## config.mk

```make
export PLATFORM = sky130hd
export DESIGN_NAME = row_readout_serializer
export DESIGN_NICKNAME = d
export VERILOG_FILES = /design/src/rtl/row_readout_serializer.sv
export SDC_FILE = /design/constraint.sdc
export NUM_CORES = 1
export LEC_CHECK = 0
export BUFFER_PORTS_ARGS = -buffer_cell sky130_fd_sc_hd__buf_4
export CORE_MARGIN = 8
export CORE_UTILIZATION = 58
export CTS_BUF_LIST = sky130_fd_sc_hd__clkbuf_8
export DETAILED_ROUTE_END_ITERATION = 8
export PLACE_DENSITY = 0.81
export SYNTH_ARGS = -nofsm -noshare
export SYNTH_HDL_FRONTEND = slang
export SYNTH_SLANG_ARGS = --single-unit
```

## constraint.sdc

```tcl
create_clock -name clk -period 3.1 [get_ports clk]
set_clock_uncertainty 0.2 [all_clocks]
set_input_delay 0.31 -clock clk [delete_from_list [all_inputs] [get_ports clk]]
set_output_delay 0.31 -clock clk [all_outputs]
set_load 0.01 [all_outputs]
```

## src/rtl/row_readout_serializer.sv

```systemverilog
// Row readout serializer: buffers converted sensor rows and streams them out
// one pixel per beat on a valid/ready interface with row/column and SOF/EOL tags.
module row_readout_serializer #(
  parameter int PIXEL_ARRAY_WIDTH  = 4,
  parameter int PIXEL_ARRAY_HEIGHT = 4,
  parameter int ROW_BUFFER_DEPTH   = 2
) (
  input  logic                                  clk,
  input  logic                                  reset,
  input  logic [PIXEL_ARRAY_HEIGHT-1:0]         row_select,
  input  logic [PIXEL_ARRAY_WIDTH*8-1:0]        row_data,
  input  logic                                  row_valid,
  output logic [7:0]                            out_data,
  output logic [$clog2(PIXEL_ARRAY_HEIGHT)-1:0] out_row,
  output logic [$clog2(PIXEL_ARRAY_WIDTH)-1:0]  out_col,
  output logic                                  out_sof,
  output logic                                  out_eol,
  output logic                                  out_valid,
  input  logic                                  out_ready,
  output logic                                  overflow,
  output logic                                  sel_error
);

  localparam int W  = PIXEL_ARRAY_WIDTH;
  localparam int H  = PIXEL_ARRAY_HEIGHT;
  localparam int D  = ROW_BUFFER_DEPTH;
  localparam int RW = $clog2(H);
  localparam int CW = $clog2(W);
  localparam int PW = $clog2(D);
  localparam int NW = PW + 1;
  localparam logic [NW-1:0] DEPTH_N  = NW'(D);
  localparam logic [CW-1:0] LAST_COL = CW'(W - 1);

  typedef enum logic {IDLE, STREAM} state_e;

  state_e          state_q, state_d;
  logic [PW-1:0]   wr_ptr_q, wr_ptr_d;
  logic [PW-1:0]   rd_ptr_q, rd_ptr_d;
  logic [NW-1:0]   count_q, count_d;
  logic [CW-1:0]   col_q, col_d;
  logic [7:0]      out_data_q, out_data_d;
  logic [RW-1:0]   out_row_q, out_row_d;
  logic [CW-1:0]   out_col_q, out_col_d;
  logic            out_sof_q, out_sof_d;
  logic            out_eol_q, out_eol_d;
  logic            out_valid_q, out_valid_d;
  logic            overflow_q, overflow_d;
  logic            sel_error_q, sel_error_d;

  logic [7:0]      pix_mem [D][W];
  logic [RW-1:0]   row_mem [D];

  logic            sel_onehot;
  logic [RW-1:0]   sel_idx;
  logic            push, drop, pop, load_ok, do_load;
  logic [CW-1:0]   ld_col;

  // Row select decode: one-hot test and binary row index.
  always_comb begin
    sel_onehot = (row_select != '0) && ((row_select & (row_select - H'(1))) == '0);
    sel_idx    = '0;
    for (int i = 0; i < H; i++) begin
      if (row_select[i]) sel_idx = RW'(i);
    end
  end

  // Capture decisions use the registered count, so a same-cycle pop never frees a slot early.
  assign push = row_valid && sel_onehot && (count_q != DEPTH_N);
  assign drop = row_valid && sel_onehot && (count_q == DEPTH_N);

  assign load_ok = !out_valid_q || out_ready;
  assign do_load = load_ok && (count_q != '0);
  assign ld_col  = (state_q == IDLE) ? '0 : col_q;

  // NOTE: every signal written in a combinational block gets a default first; a path that
  // leaves one unassigned would infer a latch.
  always_comb begin
    state_d     = state_q;
    col_d       = col_q;
    rd_ptr_d    = rd_ptr_q;
    pop         = 1'b0;
    out_valid_d = out_valid_q;
    out_data_d  = out_data_q;
    out_row_d   = out_row_q;
    out_col_d   = out_col_q;
    out_sof_d   = out_sof_q;
    out_eol_d   = out_eol_q;

    if (load_ok) begin
      out_valid_d = do_load;
    end
    if (do_load) begin
      out_data_d = pix_mem[rd_ptr_q][ld_col];
      out_row_d  = row_mem[rd_ptr_q];
      out_col_d  = ld_col;
      out_sof_d  = (row_mem[rd_ptr_q] == '0) && (ld_col == '0);
      out_eol_d  = (ld_col == LAST_COL);
    end

    case (state_q)
      IDLE: begin
        if (do_load) begin
          col_d   = CW'(1);
          state_d = STREAM;
        end
      end
      STREAM: begin
        if (do_load) begin
          if (col_q == LAST_COL) begin
            pop      = 1'b1;
            col_d    = '0;
            rd_ptr_d = rd_ptr_q + 1'b1;
          end else begin
            col_d = col_q + 1'b1;
          end
        end
      end
      default: state_d = IDLE;
    endcase

    case ({push, pop})
      2'b10:   count_d = count_q + 1'b1;
      2'b01:   count_d = count_q - 1'b1;
      default: count_d = count_q;
    endcase

    // Finishing the last buffered row returns to IDLE; otherwise the next row follows without a bubble.
    if (pop && (count_d == '0)) state_d = IDLE;

    wr_ptr_d    = push ? wr_ptr_q + 1'b1 : wr_ptr_q;
    overflow_d  = overflow_q | drop;
    sel_error_d = sel_error_q | (row_valid && !sel_onehot);
  end

  // NOTE: state is updated with non-blocking assignments so every flop samples pre-edge values.
  always_ff @(posedge clk or posedge reset) begin
    if (reset) begin
      state_q     <= IDLE;
      wr_ptr_q    <= '0;
      rd_ptr_q    <= '0;
      count_q     <= '0;
      col_q       <= '0;
      out_data_q  <= '0;
      out_row_q   <= '0;
      out_col_q   <= '0;
      out_sof_q   <= 1'b0;
      out_eol_q   <= 1'b0;
      out_valid_q <= 1'b0;
      overflow_q  <= 1'b0;
      sel_error_q <= 1'b0;
    end else begin
      state_q     <= state_d;
      wr_ptr_q    <= wr_ptr_d;
      rd_ptr_q    <= rd_ptr_d;
      count_q     <= count_d;
      col_q       <= col_d;
      out_data_q  <= out_data_d;
      out_row_q   <= out_row_d;
      out_col_q   <= out_col_d;
      out_sof_q   <= out_sof_d;
      out_eol_q   <= out_eol_d;
      out_valid_q <= out_valid_d;
      overflow_q  <= overflow_d;
      sel_error_q <= sel_error_d;
    end
  end

  // NOTE: the row buffer is not reset; a slot is only read after count shows it was written.
  always_ff @(posedge clk) begin
    if (push) begin
      row_mem[wr_ptr_q] <= sel_idx;
      for (int c = 0; c < W; c++) begin
        pix_mem[wr_ptr_q][c] <= row_data[c*8 +: 8];
      end
    end
  end

  assign out_data  = out_data_q;
  assign out_row   = out_row_q;
  assign out_col   = out_col_q;
  assign out_sof   = out_sof_q;
  assign out_eol   = out_eol_q;
  assign out_valid = out_valid_q;
  assign overflow  = overflow_q;
  assign sel_error = sel_error_q;

endmodule
```

---- Word level (Yosys, flattened, before mapping) ----
Memory sizes are Yosys's and may differ from the RTL's.
Cells that the tools add are included.
operators by class
  bitwise operators ....................... 5
  multiplexer cells ....................... 20
  $lt $le $gt $ge ......................... 1
  equal/unequal tests ..................... 8
  reductions and logical operators ........ 19
  add/subtract/negate cells ............... 6
operators by type and width
  operator                                                                number
  8-bit binary-select mux with 2-bit select                               1
  8-bit two-way mux                                                       2
  2-bit two-way mux                                                       6
  1-bit two-way mux                                                       9
  2-bit equality test (second input constant)                             4
  1-bit logical AND                                                       8
  2-bit one-hot mux with 2 select lines                                   2
  2-bit zero test                                                         3
  2-bit by 1-bit adder with 2-bit output (second input constant)          2
  4-bit bitwise AND                                                       1
  4-bit zero test                                                         1
  2-bit != test (second input constant)                                   2
  4-bit nonzero test                                                      1
  4-bit by 1-bit subtractor with 4-bit output (second input constant)     1
  3-bit >= comparator (second input constant)                             1
  2-bit inverter with 3-bit output                                        1
  3-bit AND reduction                                                     1
  1-bit adder (second input constant)                                     2
  2-bit by 1-bit equality test with 1-bit output (second input constant)  1
  1-bit zero test                                                         2
  2-bit by 1-bit != test with 1-bit output (second input constant)        1
  1-bit OR                                                                2
  2-bit AND reduction                                                     1
  2-bit nonzero test                                                      1
  other kinds (3)                                                         3
word-level totals
  input bits .............................. 40
  word-level logic and storage cells ...... 74
  register bits after elaboration ......... 24
  output and inout port bits .............. 17
  memories ................................ 2
  bits in writable memories ............... 68
memory list
  memory   depth  width  rd ports  clocked after memory_dff  write ports  line  text
  pix_mem  2      32     1         0                         1            50    logic [7:0] pix_mem [D][W];
  row_mem  2      2      1         0                         1            51    logic [RW-1:0] row_mem [D];

---- Logic depth before layout (Yosys ltp) ----
  depth in word-level cells ............... 11
  gate-level depth with buffers ........... 8
  gate-level depth less buffers ........... 8

---- Worst setup path after synthesis ----
Ideal clock, no wire load.
  kind .................................... in2reg
  start ................................... in row_select[3]
  end ..................................... mem pix_mem[0][0] (netlist name) (enable)
  stages on the path ...................... 4
  required time ........................... 2.475 ns
  buffers on the path ..................... 0
  arrival ................................. 2.396 ns
  path slack .............................. 0.079 ns
  setup time .............................. 0.425 ns
  cell sequence ........................... or2_1 -> nor3b_2 -> o211ai_2 -> nor2_1
between the ends
  word-level cells in the longest chain between the ends .. 8
  elaborated cells on any way between the ends .. 9
  those cells by class .................... add/sub (1); mux (2); bitwise (1); reduce/logical (5)
ends and longest elaborated chain
  item                                         line  text
  start, declared                              10    input logic [PIXEL_ARRAY_HEIGHT-1:0] row_select,
  4-bit by 1-bit subtractor with 4-bit output  60    sel_onehot = (row_select != '0) && ((row_select & (row_select - H'(1))) == '0);
  4-bit bitwise AND                            60
  4-bit zero test                              60
  1-bit logical AND *                          60
  1-bit logical AND * (2 in a row)             68    assign push = row_valid && sel_onehot && (count_q != DEPTH_N);
  1-bit two-way mux *                          170   if (push) begin
  1-bit two-way mux (not written as such) *    173   pix_mem[wr_ptr_q][c] <= row_data[c*8 +: 8];
  end, declared                                50
Mark *: on every way between the ends. The rest lies on a longest branch, timed or not.

---- Final worst setup path ----
  start ................................... reg rd_ptr_q
  end ..................................... reg out_data_q[7] (netlist: out_data[7])
between the ends
  word-level cells in the longest chain between the ends .. 4
ends and longest elaborated chain
  item                                                  line  text
  start, declared                                       38    logic [PW-1:0] rd_ptr_q, rd_ptr_d;
  start signal, assigned                                154   rd_ptr_q <= rd_ptr_d;
  memory read 2 x 32 bit                                -
  8-bit binary-select mux with 2-bit select             93    out_data_d = pix_mem[rd_ptr_q][ld_col];
  8-bit two-way mux (not written as such) (2 in a row)  93
  end signal, assigned                                  157   out_data_q <= out_data_d;
  end, declared                                         41    logic [7:0] out_data_q, out_data_d;
No other way between the ends. The select of a mux whose other input is x is not followed.
A chain may end at the register's enable or synchronous reset.

==> run_results.csv <==
group,metric,value,unit
power_and_ir_drop,power_density,812,nW/um^2
flow_run,cap_violations,0,
cells_and_area,layout-drive-gt1-share,29.0,%
grt,overflow,0,
sta,hold_slack,-0.0290,ns
synth,synth_area_per_cell,15.7,um^2
routing,drt_iter0_markers,143,
critical_path,rr_worst_depth,4,
clocking,cts_sinks,92,
routing,wl_per_cell,17.8,um
routing,antenna_left,0,
cells_and_area,diodes,0,
critical_path,cpPeakStageDelay,0.87,ns
placed_design,hpwl,4710,um
critical_path,start_kind,"flip-flop",
critical_path,cp.depth,4,
synth,synth-seq-cells,92,
synth,synth-seq-area-share,70.6,%
routing,drt_wl_total,7340,um
cells_and_area,final_cell_mix,"edfxtp_1, buf_4, dlygate4sd3_1, dfrtp_1",
floorplan,die_h,96.3,um
sta,slew_viol_final,0,
critical_path,cp_data_required_time,3.14,ns
clocking,h-tree-depth,3,
cells_and_area,nNetsFinal,372,
floorplan,dieArea,9280,um^2
placed_design,dpl-instance-area,4180,um^2
run_status,status,"complete, but fails checks",
synth,synth_edf_count,68,
synth,yosysTopAreaCell,"edfxtp_1",
cells_and_area,fin_area,4690,um^2
clocking,cts_tree,"built",
synth,synthFlopType,"edfxtp_1",
power_and_ir_drop,comb_power_share,34.8,%
cells_and_area,area_growth,25.3,%
placed_design,placedCellCount,363,
grt,antenna_found_initial,0,
grt,grt_util_all_layers,16.9,%
critical_path,crit_path_end_kind,"flip-flop",
clocking,numCtsBuffers,9,
synth,syn_inst,238,
synth,syn_nets,280,
power_and_ir_drop,seqPwrFrac,46.4,%
routing,firstDrtPassIters,4,
floorplan,initial_core_util,59.3,%
cells_and_area,layout_commonest_cell,"edfxtp_1",
synth,syn_area,3740,um^2
sta,fmax,467,MHz
clocking,insertion_delay,0.35,ns
sta,rsz0062_at_grt,"false",
critical_path,crit_type,"reg -> reg",
power_and_ir_drop,internal_power,2.49,mW
cells_and_area,fin_cells,412,
grt,grt_pass1_vias,2424,
power_and_ir_drop,total_power,3.81,mW
critical_path,path_cells,"nand3_2 > a211oi_2 > nor3_1 > a32o_1",
grt,grt_pass1_wl,11700,um
sta,fin_crit,2.14,ns
synth,synthTopCellsByArea,"edfxtp_1, dfrtp_1, mux2_4, o22ai_1, buf_6",
hold_path,hold_class,"in -> async",
sta,finalHoldViolCount,24,
floorplan,die_w,96.3,um
floorplan,rows,29,
floorplan,io_pins,57,
routing,via_count,2294,
grt,grt_max_degree,35,
critical_path,crit_buf_inv,0,
synth,postSynth.asyncResetShare,26.1,%
clocking,path_clk_slew,0.09,ns
critical_path,cp.arrival,2.18,ns
sta,slew_headroom,36.6,%
synth,synth_cell_types,52,
synth,synth_top_cell_area_share,54.6,%
power_and_ir_drop,sw_frac_of_total,34.6,%
routing,viasPerCell,5.57,
critical_path,cpLargestDelayFamily,"flip-flops",
power_and_ir_drop,power_leakage,1.78,nW
floorplan,core_area,6310,um^2
run_status,failed_checks,"negative hold slack",
clocking,cts_buffer_depth,2,
power_and_ir_drop,pwr-share-clk,18.8,%
clocking,cts_root_buf,"clkbuf_8",
clocking,post_cts_buffers,0,
synth,ys_warn_count,0,
sta,tightest_slew,0.949,ns
sta,fin_crit_sh,69.1,%
power_and_ir_drop,power_switching,1.32,mW
clocking,post_cts_resized,0,
placed_design,port_buffers,56,
sta,setup_viol,0,
sta,finalSetupTns,0,ns
critical_path,cp_max_fo,23,
routing,drc_errors,0,
placed_design,gp_congestion,0.733,
critical_path,cpMaxStageDelayCell,"dfrtp_1",
power_and_ir_drop,irDropWorstVdd,0.582,mV
-- power by group through the flow --
| stage | Sequential (mW) | Clock (mW) | Combinational, mW |
|---|---|---|---|
| floorplan | 1.74 | 0 | 1.03 |
| global placement | 1.78 | 0 | 1.27 |
| detailed placement | 1.79 | 0 | 1.29 |
| CTS | 1.77 | 0.727 | 1.34 |
| global route | 1.80 | 0.775 | 1.44 |
| finish | 1.77 | 0.717 | 1.32 |
-- final timing paths --
check                           from     endpoint  slack [ns]
max in group asynchronous      reset  out_data[5]        2.14
setup / recovery            rd_ptr_q  out_data[7]        0.96
min in group clk           out_ready    out_valid        0.07
setup reg to reg            rd_ptr_q  out_data[7]        0.96
hold / removal                 reset     overflow       -0.03
hold reg to reg            sel_error    sel_error        0.28
-- registers in the layout, indices dropped and copies added (netlist names) --
signal	count
out_eol	1
rd_ptr_q	1
wr_ptr_q	1
out_sof	1
out_row	2
state_q	1
count_q	2
row_mem	4
out_valid	1
sel_error	1
out_data	8
col_q	2
pix_mem	64
out_col	2
overflow	1
-- per-stage QoR --
step / worst slack [ns] / util (%)
2_1_floorplan: 0.0787 / -
3_3_place_gp: 0.848 / 66.3
3_5_place_dp: 0.770 / 66.3
4_1_cts: 0.959 / 74.3
6_report: 0.958 / 74.3
5_1_grt: 0.843 / 74.3
-- synth_stat cells, drive strengths merged, types with 2 or more instances --
cell and instances:
a21oi 2, xnor2 5, o22ai 13, a22o 6, o21ai 14, buf 12
nor3 2, o21a 3, inv 4, or3 2, nand2 12, nand4b 2
mux2i 2, nand2b 2, edfxtp 68, nand3 3, nor2b 2, or2 2
ha 2, a211oi 4, o221ai 6, mux2 13, nand3b 3, nor2 15
o21bai 2, dfrtp 24
-- layout make-up --
type	count	area, um^2
well taps	77	96.3
inverters	4	15.0
clock buffers	9	124
flip-flops and latches	92	2640
clock inverters	7	50.0
repair buffers	93	781
multi-input cells	130	980
fillers	399	1630
-- what timing repair did --
action,CTS,global route
hold buffers,33,0
setup endpoints to repair,0,0
hold endpoints to repair,65,0
-- routing by layer --
| layer | vias to the layer above | track usage [%] | routed length [um] |
|---|---|---|---|
| met1 | 1128 | 19.6 | 3050 |
| met2 | 56 | 29.5 | 3830 |
| met3 | 11 | 3.82 | 355 |
| met5 | - | 0 | 0 |
| met4 | 0 | 7.31 | 110 |
| li1 | 1099 | - | - |
-- kinds of logic after synthesis --
| family | share of synthesized area, % |
|---|---|
| flip-flops | 70.6 |
| multiplexers | 5.05 |
| adder cells (fa/ha/maj) | 0.669 |
| AND/OR/NAND/NOR | 7.09 |
| buffers and inverters | 3.44 |
| XOR/XNOR | 1.40 |
| AO/OA/AOI/OAI | 11.7 |
(Power assumes the default switching activity.)
